`config.mk`:
```
export PLATFORM = sky130hd
export DESIGN_NAME = chan_mux_scan
export DESIGN_NICKNAME = d
export VERILOG_FILES = /design/src/rtl/chan_mux_scan.sv
export SDC_FILE = /design/constraint.sdc
export NUM_CORES = 1
export LEC_CHECK = 0
export ABC_AREA = 1
export BUFFER_PORTS_ARGS = -buffer_cell sky130_fd_sc_hd__buf_2
export CORE_MARGIN = 5
export CORE_UTILIZATION = 52
export CTS_CLUSTER_SIZE = 8
export DETAILED_ROUTE_END_ITERATION = 8
export PLACE_DENSITY = 0.9
export RECOVER_POWER = 25
export SLEW_MARGIN = 30
export SYNTH_ARGS = -nofsm -noshare
export SYNTH_HDL_FRONTEND = slang
export SYNTH_SLANG_ARGS = --single-unit
```
`constraint.sdc`:
```
create_clock -name clk -period 6.22 [get_ports clk]
set_clock_uncertainty 0.05 [all_clocks]
set_input_delay 0.933 -clock clk [delete_from_list [all_inputs] [get_ports clk]]
set_output_delay 0.933 -clock clk [all_outputs]
set_load 0.005 [all_outputs]
```
`src/rtl/chan_mux_scan.sv`:
```
// rtl/chan_mux_scan.sv - N-channel data mux with fixed-select or round-robin scan into a one-beat output register
module chan_mux_scan #(
   parameter  int N_CH = 16,
   parameter  int DW   = 4,
   localparam int SW   = $clog2(N_CH)
) (
   input  logic               clk,
   input  logic               rst_n,
   input  logic               mode,
   input  logic [SW-1:0]      sel,
   input  logic [N_CH-1:0]    ch_en,
   input  logic [N_CH*DW-1:0] in_data,
   input  logic [N_CH-1:0]    in_valid,
   output logic [N_CH-1:0]    in_ready,
   output logic [DW-1:0]      out_data,
   output logic [SW-1:0]      out_ch,
   output logic               out_valid,
   input  logic               out_ready,
   output logic               sel_err
);

   logic [SW-1:0]   r_ptr;
   logic [DW-1:0]   r_out_data;
   logic [SW-1:0]   r_out_ch;
   logic            r_out_valid;
   logic            r_sel_err;

   logic [N_CH-1:0] w_eligible;
   logic            w_slot_free;
   logic            w_sel_bad;
   logic            w_fix_hit;
   logic            w_scan_hit;
   logic            w_grant_vld;
   logic [SW-1:0]   w_scan_idx;
   logic [SW-1:0]   w_grant_idx;
   logic [SW-1:0]   w_ptr_next;
   logic [DW-1:0]   w_grant_data;

   assign w_eligible  = in_valid & ch_en;
   assign w_slot_free = !r_out_valid || out_ready;

   // Only a non-power-of-two channel count leaves select codes without a channel.
   if ((1 << SW) == N_CH) begin : g_sel_full
      assign w_sel_bad = 1'b0;
   end else begin : g_sel_sparse
      assign w_sel_bad = (sel > SW'(N_CH - 1));
   end

   always_comb begin
      w_fix_hit = 1'b0;
      for (int i = 0; i < N_CH; i++) begin
         if ((sel == SW'(i)) && w_eligible[i]) begin
            w_fix_hit = 1'b1;
         end
      end
   end

   // Walk offsets from far to near so the channel closest to ptr wins.
   always_comb begin
      int            j;
      logic [SW-1:0] idx;
      w_scan_hit = 1'b0;
      w_scan_idx = '0;
      j          = 0;
      idx        = '0;
      for (int k = N_CH - 1; k >= 0; k--) begin
         j = int'(r_ptr) + k;
         if (j >= N_CH) begin
            j = j - N_CH;
         end
         idx = SW'(j);
         if (w_eligible[idx]) begin
            w_scan_hit = 1'b1;
            w_scan_idx = idx;
         end
      end
   end

   assign w_grant_idx = mode ? w_scan_idx : sel;
   assign w_grant_vld = rst_n && w_slot_free && (mode ? w_scan_hit : w_fix_hit);
   assign w_ptr_next  = (w_grant_idx == SW'(N_CH - 1)) ? '0 : w_grant_idx + SW'(1);

   always_comb begin
      w_grant_data = '0;
      in_ready     = '0;
      for (int i = 0; i < N_CH; i++) begin
         if (w_grant_idx == SW'(i)) begin
            w_grant_data = in_data[i*DW +: DW];
            in_ready[i]  = w_grant_vld;
         end
      end
   end

   always_ff @(posedge clk or negedge rst_n) begin
      if (!rst_n) begin
         r_ptr       <= '0;
         r_out_data  <= '0;
         r_out_ch    <= '0;
         r_out_valid <= 1'b0;
         r_sel_err   <= 1'b0;
      end else begin
         r_sel_err <= !mode && w_sel_bad;
         if (w_grant_vld) begin
            r_out_data  <= w_grant_data;
            r_out_ch    <= w_grant_idx;
            r_out_valid <= 1'b1;
            if (mode) begin
               r_ptr <= w_ptr_next;
            end
         end else if (w_slot_free) begin
            r_out_valid <= 1'b0;
         end
      end
   end

   assign out_data  = r_out_data;
   assign out_ch    = r_out_ch;
   assign out_valid = r_out_valid;
   assign sel_err   = r_sel_err;

endmodule

```
; ---- After elaboration in Yosys (flattened, before gate mapping)
; Cells that the tools add are included.
[classes]
n_lt_le_gt_ge = 32
bitwise_logic = 1
n_reduce_logical = 24
add_sub_neg = 32
mux = 133
eq_ne = 30
[ops]
columns = operator, count
row1 = 2-to-1 mux 4 bit, 50
row2 = "less-than comparator 4 x 5 -> 1 bit, second input constant", 16
row3 = "greater-or-equal comparator 5 bit, second input constant", 15
row4 = 2-to-1 mux 1 bit, 67
row5 = binary-select mux 1 bit (select 4 bit), 16
row6 = "== test 4 bit, second input constant", 16
row7 = "subtractor 4 x 1 -> 4 bit, second input constant", 16
row8 = "adder 4 x 4 -> 5 bit, second input constant", 8
row9 = "== test 4 x 3 -> 1 bit, second input constant", 8
row10 = "adder 4 x 3 -> 5 bit, second input constant", 4
row11 = logical AND 1 bit, 18
row12 = AND 16 bit, 1
row13 = "== test 4 x 2 -> 1 bit, second input constant", 4
row14 = "adder 4 x 2 -> 5 bit, second input constant", 2
row15 = "== test 4 x 1 -> 1 bit, second input constant", 2
row16 = zero test 4 bit, 2
row17 = "adder 4 x 1 -> 5 bit, second input constant", 1
row18 = "greater-or-equal comparator 4 x 5 -> 1 bit, second input constant", 1
row19 = "adder 4 x 1 -> 4 bit, second input constant", 1
row20 = AND reduction 2 bit, 1
row21 = nonzero test 2 bit, 1
row22 = zero test 1 bit, 1
row23 = logical OR 1 bit, 1
[totals]
out_inout_bits = 26
reg_bits = 13
inputBits = 104
word_cells = 256

; ---- Logic depth before layout (Yosys ltp)
[depth]
word_depth = 39
ltp_mapped = 48
ltp_nobuf = 45

; ---- Worst setup path after synthesis
; Ideal clock, no wire load.
[synth_timing]
path_kind = reg2out
startpoint = register r_ptr[1]
endpoint = output in_ready[13]
arrival_time_ns = 4.185
required_ns = 5.237
slack_ns = 1.052
path_stages_with_launch = 26
n_path_buf = 2
cell_sequence = dfrtp_1 -> inv_1 -> buf_2 -> ha_1 -> clkbuf_1 -> nand2_1 -> nand2_1 -> nor2_1 -> o21ai_1 -> nand2_2 -> o21ai_0 -> a21oi_1 -> o311ai_0 -> o21ai_0 -> o21ai_0 -> o21ai_0 -> o21ai_0 -> o21ai_0 -> o21ai_0 -> o211ai_1 -> o21ai_0 -> ha_1 -> clkinv_1 -> nor2_1 -> inv_1 -> nor2_1
[synth_via]
elab_chain_cells = 24
elab_cells_between_ends = 132
cone_classes = 31 x add/sub / 16 x order compare / 1 x eq/ne / 83 x mux / 1 x reduce/logical
[synth_rtl]
columns = element, line
row1 = start: declaration, 22  ; logic [SW-1:0] r_ptr;
row2 = start signal: assignment, 108  ; r_ptr <= w_ptr_next;
row3 = adder 4 x 4 -> 5 bit, 67  ; j = int'(r_ptr) + k;
row4 = subtractor 4 x 1 -> 4 bit / greater-or-equal comparator 5 bit (equally long branches), "69, 68"
row5 = 2-to-1 mux 4 bit, 68  ; if (j >= N_CH) begin
row6 = binary-select mux 1 bit (select 4 bit), 72  ; if (w_eligible[idx]) begin
row7 = 2-to-1 mux 1 bit (not written as such), 72
row8 = 2-to-1 mux 4 bit (15 in series), 72
row9 = 2-to-1 mux 4 bit *, 72
row10 = 2-to-1 mux 4 bit *, 79  ; assign w_grant_idx = mode ? w_scan_idx : sel;
row11 = via w_grant_idx[0], 35  ; logic [SW-1:0] w_grant_idx;
row12 = == test 4 bit *, 87  ; if (w_grant_idx == SW'(i)) begin
row13 = 2-to-1 mux 1 bit *, 87
row14 = end: declaration, 14  ; output logic [N_CH-1:0] in_ready,
; The timed path passes the listed nets; every way through them passes the cells marked *. The select of a mux whose other input is x is not followed.

; ---- Worst setup path in the final report
[layout_timing]
startpoint = register r_ptr[2]
endpoint = output in_ready[9]
[layout_via]
elab_chain_cells = 24
elab_cells_between_ends = 132
cone_classes = 31 x add/sub / 16 x order compare / 1 x eq/ne / 83 x mux / 1 x reduce/logical
[layout_rtl]
columns = element, line
row1 = adder 4 x 4 -> 5 bit, 67
row2 = subtractor 4 x 1 -> 4 bit / greater-or-equal comparator 5 bit (equally long branches), "69, 68"
row3 = 2-to-1 mux 4 bit, 68
row4 = binary-select mux 1 bit (select 4 bit), 72
row5 = 2-to-1 mux 1 bit (not written as such), 72
row6 = 2-to-1 mux 4 bit / 2-to-1 mux 1 bit (equally long branches) (16 in series), 72
row7 = 2-to-1 mux 4 bit / 2-to-1 mux 1 bit (equally long branches), "79, 80"
row8 = == test 4 bit / logical AND 1 bit (equally long branches), "87, 80"
row9 = 2-to-1 mux 1 bit *, 87
; Every way passes the cells marked *; elsewhere a longest branch is shown, timed or not. The select of a mux whose other input is x is not followed.

==> results.py <==
metrics = {
    "route": {
        "routed.top_layer": "met4",
        "drt_wl_total_um": 12500,
        "drt_iter0_markers": 493,
        "met3_length_um": 1120,
        "ant_nets": 0,
        "wl_per_cell_um": 14.6,
        "dr_total_vias": 4812,
        "drc": 0,
        "vias_per_cell": 5.60,
        "drt-pass1-iter-count": 5,
        "wl_met1_um": 5200,
        "dr_wl_met2_um": 6050,
    },
    "worst_setup_path": {
        "max_stage_delay_ns": 0.59,
        "crit_path_top_delay_cell": "dfrtp_4",
        "rr_startpoint": "r_ptr[0]",
        "crit_fanout": 13,
        "path_common_cell": "o211ai_1",
        "path_buf_inv": 7,
        "required_ns": 5.24,
        "cp_top_family": "compound AO/OA/AOI/OAI gates",
        "cp.arrival_ns": 4.80,
        "critPathKind": "reg -> out",
        "worstSetupEndpointType": "output port",
        "startpoint": "r_ptr[2]",
        "start_kind": "flop",
    },
    "global_route": {
        "grt_pass1_wl_um": 20100,
        "grt_pass1_vias": 4395,
        "grt.total_usage_pct": 27.8,
        "grt_max_degree": 27,
        "antenna_found_initial": 0,
        "gr-total-overflow": 0,
    },
    "clock_tree": {
        "clkSinkCount": 13,
        "clk_latency_ns": 0.24,
        "clockRootBuffer": "clkbuf_8",
        "clockBufferDepth": 2,
        "cts_buffers": 3,
        "cts.htree.levels": 1,
        "cts_tree": "yes",
        "clk_pin_slew_ns": 0.05,
    },
    "finish": {
        "num-nets-final": 898,
        "layout_commonest_cell": "nand2_1",
        "syn_to_final_growth_pct": 21.5,
        "instances_no_fill": 859,
        "num_antenna_cells": 0,
        "nFillCells": 635,
        "drive_gt1_share_pct": 24.3,
        "layout_common_cells": "nand2_1, buf_2, nand3_1",
    },
    "synth": {
        "synth_top_family_by_area": "simple AND/OR/NAND/NOR gates",
        "syn_avg_cell_area_um2": 5.31,
        "synth_edf_count": 0,
        "synth_seq_cells": 13,
        "synth_xor_area_share_pct": 3.01,
        "synthAdderAreaFrac_pct": 3.94,
        "ys_seq_area_share_pct": 9.30,
        "synth_top_flop_cell": "dfrtp_1",
        "async_flop_share_pct": 100,
        "synth_warnings": 0,
        "synth_compound_area_share_pct": 18.1,
        "syn_inst": 658,
        "synthSimpleGateAreaFrac_pct": 53.5,
        "syn_area_um2": 3500,
        "synth_mux_area_share_pct": 0.286,
        "synth_cell_types": 50,
        "synth_fp_nets": 773,
    },
    "timing": {
        "worst_slew_pin_slew_ns": 0.782,
        "drv_slew": 0,
        "slew_headroom_pct": 47.8,
        "fin_setup_tns_ns": 0,
        "fin_crit_ns": 5.78,
        "fin_crit_sh_pct": 92.9,
        "clock.fmax_mhz": 173,
        "setup_viol_count_final": 0,
        "rsz0062_at_grt": "false",
        "hold_viol_final": 0,
    },
    "flow_run": {
        "drv_cap": 0,
    },
    "place": {
        "dp_cells": 854,
        "routabilityCongestion": 1.11,
        "portBuffers": 128,
        "hpwl_um": 10500,
    },
    "floorplan": {
        "core_um2": 6460,
        "fp.dieH_um": 92.0,
        "start_util_pct": 54.1,
        "ios": 130,
        "num_rows": 29,
        "dieArea_um2": 8460,
        "die_w_um": 92.0,
    },
    "min_path": {
        "hp-start": "out_data[2]",
        "hp-class": "reg -> reg",
    },
    "status": {
        "status": "finished clean",
    },
}
[tightest hold or removal path, stage by stage (launching register included)]
cell and delay [ns]:
dfrtp_1 0.34, nand2_1 0.05, nand2_1 0.06
[synth_stat cells, types with 4 or more instances]
| library cell | number | share of area (%) |
|---|---|---|
| a21oi_1 | 45 | 6.4 |
| a31oi_1 | 7 | 1.3 |
| buf_2 | 4 | 0.57 |
| buf_4 | 4 | 0.86 |
| buf_6 | 4 | 1.3 |
| dfrtp_1 | 13 | 9.3 |
| ha_1 | 11 | 3.9 |
| inv_1 | 64 | 6.9 |
| inv_2 | 9 | 0.97 |
| nand2_1 | 224 | 24 |
| nand2_2 | 7 | 1.3 |
| nand3_1 | 95 | 14 |
| nand3_2 | 5 | 1.4 |
| nand4_1 | 4 | 0.72 |
| nor2_1 | 52 | 5.6 |
| nor2_2 | 4 | 0.72 |
| nor3_1 | 9 | 1.3 |
| o211ai_1 | 9 | 1.9 |
| o21ai_0 | 30 | 4.3 |
| or2_2 | 6 | 1.1 |
| xor2_1 | 6 | 1.5 |
[layout make-up]
cell class	count	area (um2)	area share, %
sequential	13	329	7.74
tap	77	96.3	2.27
multi-input combinational	551	2770	65.2
inverter	78	309	7.27
clock buffer	4	45.0	1.06
timing repair buffer	136	699	16.5
[through the flow]
stage | setup slack, ns | hold WS, ns | util, % | cell area, um2
3_3_place_gp | 0.477 | 0.414 | 64.7 | 4180
3_5_place_dp | 0.285 | 0.422 | 64.7 | 4180
6_report | 0.440 | 0.438 | 65.8 | 4250
5_1_grt | 0.00684 | 0.470 | 65.8 | 4250
4_1_cts | 0.0254 | 0.443 | 65.4 | 4220
2_1_floorplan | 1.05 | 0.422 | - | 3500
[timing repair]
action | CTS | global route
endpoints found under the setup margin | 0 | 20
hold buffers | 0 | 0
resized for setup | 0 | 10
buffers inserted | 0 | 1
[flip-flops by register name, summed over array words and instances, names as in the netlist]
name and flops:
out_data 4, r_ptr 4, out_valid 1, out_ch 4
[cell families after synthesis]
family          Yosys count
flops                    13
compound gates          110
mux                       1
buf+inv                  94
other cells               1
fa+ha+maj                11
simple gates            419
xor+xnor                  9
[routing by layer]
| metal | global-route usage [%] | vias to the layer above |
|---|---|---|
| met5 | 0 | - |
| met2 | 47.6 | 244 |
| met3 | 4.26 | 17 |
| li1 | - | 2416 |
| met4 | 5.32 | 0 |
| met1 | 37.2 | 2135 |
[path summary, 6_finish.rpt]
kind	to	slack (ns)	depth (start not counted)
max	in_ready[9]	0.44	32
min in group asynchronous	out_data[1]	0.67	1
min	out_data[2]	0.44	2
max reg2reg	out_data[2]	0.77	41
max in group asynchronous	r_ptr[2]	4.94	1
min reg2reg	out_data[2]	0.44	2
Power is not shown: default switching activity piles up to over one toggle a cycle in this logic, so the estimate is an artifact.
